--- config.mk ---
export PLATFORM = sky130hd
export DESIGN_NAME = instr_feeder
export DESIGN_NICKNAME = d
export VERILOG_FILES = /design/src/rtl/feeder_pkg.sv /design/src/rtl/instr_fifo.sv /design/src/rtl/instr_feeder.sv
export SDC_FILE = /design/constraint.sdc
export NUM_CORES = 1
export LEC_CHECK = 0
export BUFFER_PORTS_ARGS = -buffer_cell sky130_fd_sc_hd__buf_2
export CORE_MARGIN = 1
export CORE_UTILIZATION = 60
export DETAILED_ROUTE_END_ITERATION = 8
export PLACE_DENSITY = 0.8
export SLEW_MARGIN = 10
export SYNTH_ARGS = -nofsm -noshare
export SYNTH_HDL_FRONTEND = slang
export SYNTH_SLANG_ARGS = --single-unit
--- constraint.sdc ---
create_clock -name clk -period 4.07 [get_ports clk]
set_input_delay 0.6105 -clock clk [delete_from_list [all_inputs] [get_ports clk]]
set_output_delay 0.6105 -clock clk [all_outputs]
set_load 0.005 [all_outputs]
--- src/rtl/feeder_pkg.sv ---
// Shared types for the instruction feeder: FSM state encoding and the
// width of the START/EXEC watchdog timer.
package feeder_pkg;

    typedef enum logic [2:0] {
        IDLE,
        LOAD,
        START,
        EXEC,
        ERR
    } state_t;

    localparam int TMR_W = 16;

endpackage

--- src/rtl/instr_fifo.sv ---
// Instruction FIFO: DEPTH x WIDTH circular buffer with occupancy count.
// Ports: clk, reset (async active-low), wr_en/wr_data, rd_en/rd_data
// (rd_data shows the head), full, empty, count.
module instr_fifo #(
    parameter int DEPTH = 8,
    parameter int WIDTH = 16,
    localparam int AW = $clog2(DEPTH),
    localparam int CW = AW + 1
) (
    input  logic             clk,
    input  logic             reset,
    input  logic             wr_en,
    input  logic [WIDTH-1:0] wr_data,
    input  logic             rd_en,
    output logic [WIDTH-1:0] rd_data,
    output logic             full,
    output logic             empty,
    output logic [CW-1:0]    count
);

    logic [WIDTH-1:0] mem [DEPTH];
    logic [AW-1:0]    wr_ptr;
    logic [AW-1:0]    rd_ptr;
    logic             do_wr;
    logic             do_rd;

    assign full    = (count == CW'(DEPTH));
    assign empty   = (count == '0);
    assign rd_data = mem[rd_ptr];

    // A full FIFO still accepts a write when the head leaves in the same cycle.
    assign do_rd = rd_en && !empty;
    assign do_wr = wr_en && (!full || do_rd);

    always_ff @(posedge clk or negedge reset) begin
        if (!reset) begin
            wr_ptr <= '0;
            rd_ptr <= '0;
            count  <= '0;
        end else begin
            if (do_wr) wr_ptr <= wr_ptr + 1'b1;
            if (do_rd) rd_ptr <= rd_ptr + 1'b1;
            unique case ({do_wr, do_rd})
                2'b10:   count <= count + 1'b1;
                2'b01:   count <= count - 1'b1;
                default: count <= count;
            endcase
        end
    end

    always_ff @(posedge clk) begin
        if (do_wr) mem[wr_ptr] <= wr_data;
    end

endmodule

--- src/rtl/instr_feeder.sv ---
// Issues queued instructions to the cpu over the in/load/s/w handshake.
// Ports: host side wr_en/wr_data/run/clr_err; cpu side cpu_in, cpu_load,
// cpu_s, cpu_w; status full/empty/count/busy/retired/overflow/stall.
module instr_feeder #(
    parameter int DEPTH   = 8,
    parameter int WIDTH   = 16,
    parameter int TIMEOUT = 64,
    localparam int CW = $clog2(DEPTH) + 1
) (
    input  logic             clk,
    input  logic             reset,
    input  logic             wr_en,
    input  logic [WIDTH-1:0] wr_data,
    input  logic             run,
    input  logic             clr_err,
    input  logic             cpu_w,
    output logic [WIDTH-1:0] cpu_in,
    output logic             cpu_load,
    output logic             cpu_s,
    output logic             full,
    output logic             empty,
    output logic [CW-1:0]    count,
    output logic             busy,
    output logic [7:0]       retired,
    output logic             overflow,
    output logic             stall
);

    import feeder_pkg::*;

    localparam logic [TMR_W-1:0] TMO = TMR_W'(TIMEOUT);

    state_t           state;
    logic [TMR_W-1:0] timer;
    logic [WIDTH-1:0] head;
    logic             go;
    logic             drop;
    logic             tmo_hit;

    assign go      = (state == IDLE) && run && !empty && cpu_w && !stall;
    assign drop    = wr_en && full && !go;
    assign busy    = (state != IDLE);
    // Timer is zero in the first START cycle, so this fires on cycle TIMEOUT.
    assign tmo_hit = ((timer + 1'b1) == TMO);

    instr_fifo #(
        .DEPTH(DEPTH),
        .WIDTH(WIDTH)
    ) u_fifo (
        .clk    (clk),
        .reset  (reset),
        .wr_en  (wr_en),
        .wr_data(wr_data),
        .rd_en  (go),
        .rd_data(head),
        .full   (full),
        .empty  (empty),
        .count  (count)
    );

    always_ff @(posedge clk or negedge reset) begin
        if (!reset) begin
            state    <= IDLE;
            timer    <= '0;
            cpu_in   <= '0;
            cpu_load <= 1'b0;
            cpu_s    <= 1'b0;
            retired  <= '0;
            overflow <= 1'b0;
            stall    <= 1'b0;
        end else begin
            cpu_load <= 1'b0;
            overflow <= !clr_err && (overflow || drop);
            if (clr_err) stall <= 1'b0;
            unique case (state)
                IDLE: begin
                    if (go) begin
                        cpu_in   <= head;
                        cpu_load <= 1'b1;
                        state    <= LOAD;
                    end
                end
                LOAD: begin
                    cpu_s <= 1'b1;
                    timer <= '0;
                    state <= START;
                end
                START: begin
                    if (!cpu_w) begin
                        cpu_s <= 1'b0;
                        timer <= timer + 1'b1;
                        state <= EXEC;
                    end else if (tmo_hit) begin
                        cpu_s <= 1'b0;
                        state <= ERR;
                        if (!clr_err) stall <= 1'b1;
                    end else begin
                        timer <= timer + 1'b1;
                    end
                end
                EXEC: begin
                    if (cpu_w) begin
                        retired <= retired + 8'd1;
                        state   <= IDLE;
                    end else if (tmo_hit) begin
                        state <= ERR;
                        if (!clr_err) stall <= 1'b1;
                    end else begin
                        timer <= timer + 1'b1;
                    end
                end
                ERR: begin
                    cpu_s <= 1'b0;
                    if (clr_err) state <= IDLE;
                end
                default: state <= IDLE;
            endcase
        end
    end

endmodule

==> results.sh <==
export IMPL_io_buffers=56
export IMPL_setup_ws_ns=0.941
export IMPL_slowest_stage="nor2_1"
export IMPL_leading_area_contributor_after_synthesis="edfxtp_1"
export IMPL_ys_warn_count=0
export IMPL_critical_path_cell_chain="or3_1, o31a_1, nand2b_1, inv_1, nand2_1, nor2_1, buf_4"
export IMPL_drv_cap=0
export IMPL_power_leakage_nw=3.16
export IMPL_grt_setup_unrepaired="no"
export IMPL_worst_ir_drop_vdd_mv=0.511
export IMPL_crit_reg2reg_capture="u_fifo.mem[5][1]"
export IMPL_insertion_delay_ns=0.43
export IMPL_core_region_area_mm2=0.0122
export IMPL_worst_setup_sp_type="register"
export IMPL_max_slew_violation_count=0
export IMPL_slew_limit_headroom_pct=23.3
export IMPL_path_buf_inv=2
export IMPL_route_detailed_drc=0
export IMPL_clk_pin_slew_ns=0.07
export IMPL_syn_cell_area_mm2=0.00760
export IMPL_sw_frac_of_total_pct=30.6
export IMPL_hold_worst_slack_ns=0.196
export IMPL_synthMostInstantiatedCell="edfxtp_1"
export IMPL_ant_nets=0
export IMPL_finalHoldViolCount=0
export IMPL_cts_root_buf="clkbuf_16"
export IMPL_setup_viol=0
export IMPL_die_wd_um=115
export IMPL_drt_pass1_iter_count=5
export IMPL_areaGrowthSynthToFinish_pct=14.2
export IMPL_drive_gt1_share_pct=25.2
export IMPL_worst_setup_path_type="register to register"
export IMPL_vias_in_the_first_global_route=4352
export IMPL_detailroute_via_count=4438
export IMPL_syn_num_nets=518
export IMPL_insertedDiodeCount=0
export IMPL_cts_root_to_sink_buffers=2
export IMPL_cts_tree="done"
export IMPL_skew_ns=0.00713
export IMPL_grt_usage_pct=24.6
export IMPL_holdBufCountCts=0
export IMPL_nNetsFinal=580
export IMPL_netlist_instances=489
export IMPL_synth_seq_cells=185
export IMPL_crit_arrival_ns=3.26
export IMPL_synthTopCellsByArea="edfxtp_1, dfrtp_1, mux4_2"
export IMPL_die_area_mm2=0.0131
export IMPL_avgViaCountPerCell=6.06
export IMPL_run_status="completed"
export IMPL_p_comb_share_pct=24.3
export IMPL_worstPathRequired_ns=4.20
export IMPL_cpLargestDelayFamily="simple AND/OR/NAND/NOR gates"
export IMPL_worstRegToRegCells=7
export IMPL_postSynth_asyncResetShare_pct=30.8
export IMPL_tritoncts_num_sinks=185
export IMPL_critPathCaptureType="register"
export IMPL_power_share_clock_pct=27.4
export IMPL_io_pin_count=57
export IMPL_ys_top_cells_by_count="edfxtp_1, dfrtp_1, nor2_1, mux4_2, nand2_1"
export IMPL_layout_core_utilization_pct=71.4
export IMPL_synthFlopType="edfxtp_1"
export IMPL_synth_enable_flop_cells=128
export IMPL_post_cts_resized_instances=0
export IMPL_netSwitchingPower_mw=1.78
export IMPL_final_worst_path_period_share_pct=76.9
export IMPL_worst_path_max_fanout=12
export IMPL_chip_height_um=115
export IMPL_reg2reg_setup_slack_ns=0.94
export IMPL_yosys_area_top_type_share_pct=50.6
export IMPL_dp_slack_ns=1.01
export IMPL_postSynthAreaPerCell_um2=15.5
export IMPL_detailedRoute_firstIterationViolations=454
export IMPL_floorplan_initialDensity_pct=62.5
export IMPL_number_of_rows_in_the_core_area=40
export IMPL_detailed_place_hpwl_um=9100
export IMPL_grt_antenna_before_repair=0
export IMPL_min_delay_path_class="primary input to asynchronous set/reset pin"
export IMPL_post_cts_repair_setup_buffers=0
export IMPL_fmax_mhz=320
export IMPL_synth_seq_area_share_pct=69.3
export IMPL_cell_internal_power_dissipation_mw=4.03
export IMPL_overflow=0
export IMPL_r2r_start="state[0]"
export IMPL_grt_max_degree=40
export IMPL_total_power_mw=5.81
export IMPL_cts_htree_levels=4
export IMPL_period_minus_slack_ns=3.13
export IMPL_finalWirelength_um=14400
export IMPL_synthDistinctLibCells=49
export IMPL_tritoncts_num_buffers=17
export IMPL_fin_tns_setup_ns=0
export IMPL_route_detailed_wl_per_inst_um=19.7
export IMPL_replace_congestion=0.935
export IMPL_cpPeakStageDelay_ns=0.52
export IMPL_timing_worst_slew_pin_value_ns=1.15
export IMPL_grt_pass1_wl_um=23200
export IMPL_power_frac_seq_pct=48.4
export IMPL_power_per_cell_area_mw_per_mm2=670
## cell type report
| type | count | area (µm²) |
|---|---|---|
| flip-flops and latches | 185 | 5270 |
| fillers | 767 | 3480 |
| multi-input cells | 271 | 2220 |
| clock buffers | 23 | 468 |
| repair buffers | 68 | 370 |
| well taps | 168 | 210 |
| clock inverters | 9 | 106 |
| inverters | 8 | 30.0 |
## state kept, by name (all words and copies together) (netlist names)
name and count:
retired 8, stall 1, u_fifo.mem 128, u_fifo.wr_ptr 3
overflow 1, cpu_load 1, cpu_in 16, u_fifo.rd_ptr 3
state 3, u_fifo.count 4, timer 16, cpu_s 1
## logic make-up (layout without fill, tap and decap cells)
family,after synthesis,after routing,synth area share (%)
flip-flops,185,185,69.3
AND/OR/NAND/NOR,124,124,7.74
AO/OA/AOI/OAI,69,69,5.43
multiplexers,51,51,12.0
buffers and inverters,33,108,1.91
XOR/XNOR,20,20,2.30
adder cells (fa/ha/maj),7,7,1.25
## placed cells by master (no fill, tap or decap), types with 14 or more instances in the layout
| cell | Yosys | routed |
|---|---|---|
| buf_2 | 8 | 56 |
| edfxtp_1 | 128 | 128 |
| mux2i_1 | 16 | 16 |
| mux4_2 | 32 | 32 |
| clkbuf_16 | 0 | 17 |
| nor2_1 | 43 | 43 |
| xnor2_1 | 15 | 15 |
| o21ai_0 | 14 | 14 |
| dfrtp_1 | 57 | 55 |
| a21oi_1 | 28 | 28 |
| nand2_1 | 29 | 29 |
## worst max-delay path by stage
stage	start	to	slack, ns	depth (start not counted)
floorplan	state[2]	u_fifo.mem[0][0]	0.49	6
global placement	state[0]	u_fifo.mem[5][1]	1.09	7
detailed placement	state[0]	u_fifo.mem[5][1]	1.01	7
CTS	state[0]	u_fifo.mem[5][11]	0.98	7
global route	state[0]	u_fifo.mem[5][14]	0.83	7
finish	state[0]	u_fifo.mem[5][1]	0.94	7
## power by group through the flow
stage,sequential [mW],clock (mW),combinational (mW)
after floorplan,2.62,0,1.12
after global placement,2.82,0,1.37
after detailed placement,2.85,0,1.41
after CTS,2.82,1.62,1.42
after global routing,2.87,1.69,1.55
final,2.81,1.59,1.41
## through the flow
step | instance area, µm² | instances
floorplan | 7600 | 489
CTS | 8680 | 732
global placement | 8100 | 700
finish | 8680 | 732
global route | 8680 | 732
detailed placement | 8100 | 700
## routing by layer
layer,wire (µm),vias to the layer above,GRT usage [%]
li1,-,1993,-
met1,5840,2239,32.1
met2,7430,170,39.9
met3,808,36,6.25
met4,317,0,9.87
met5,0,-,0
No activity file was read; power rests on OpenSTA's default activity.
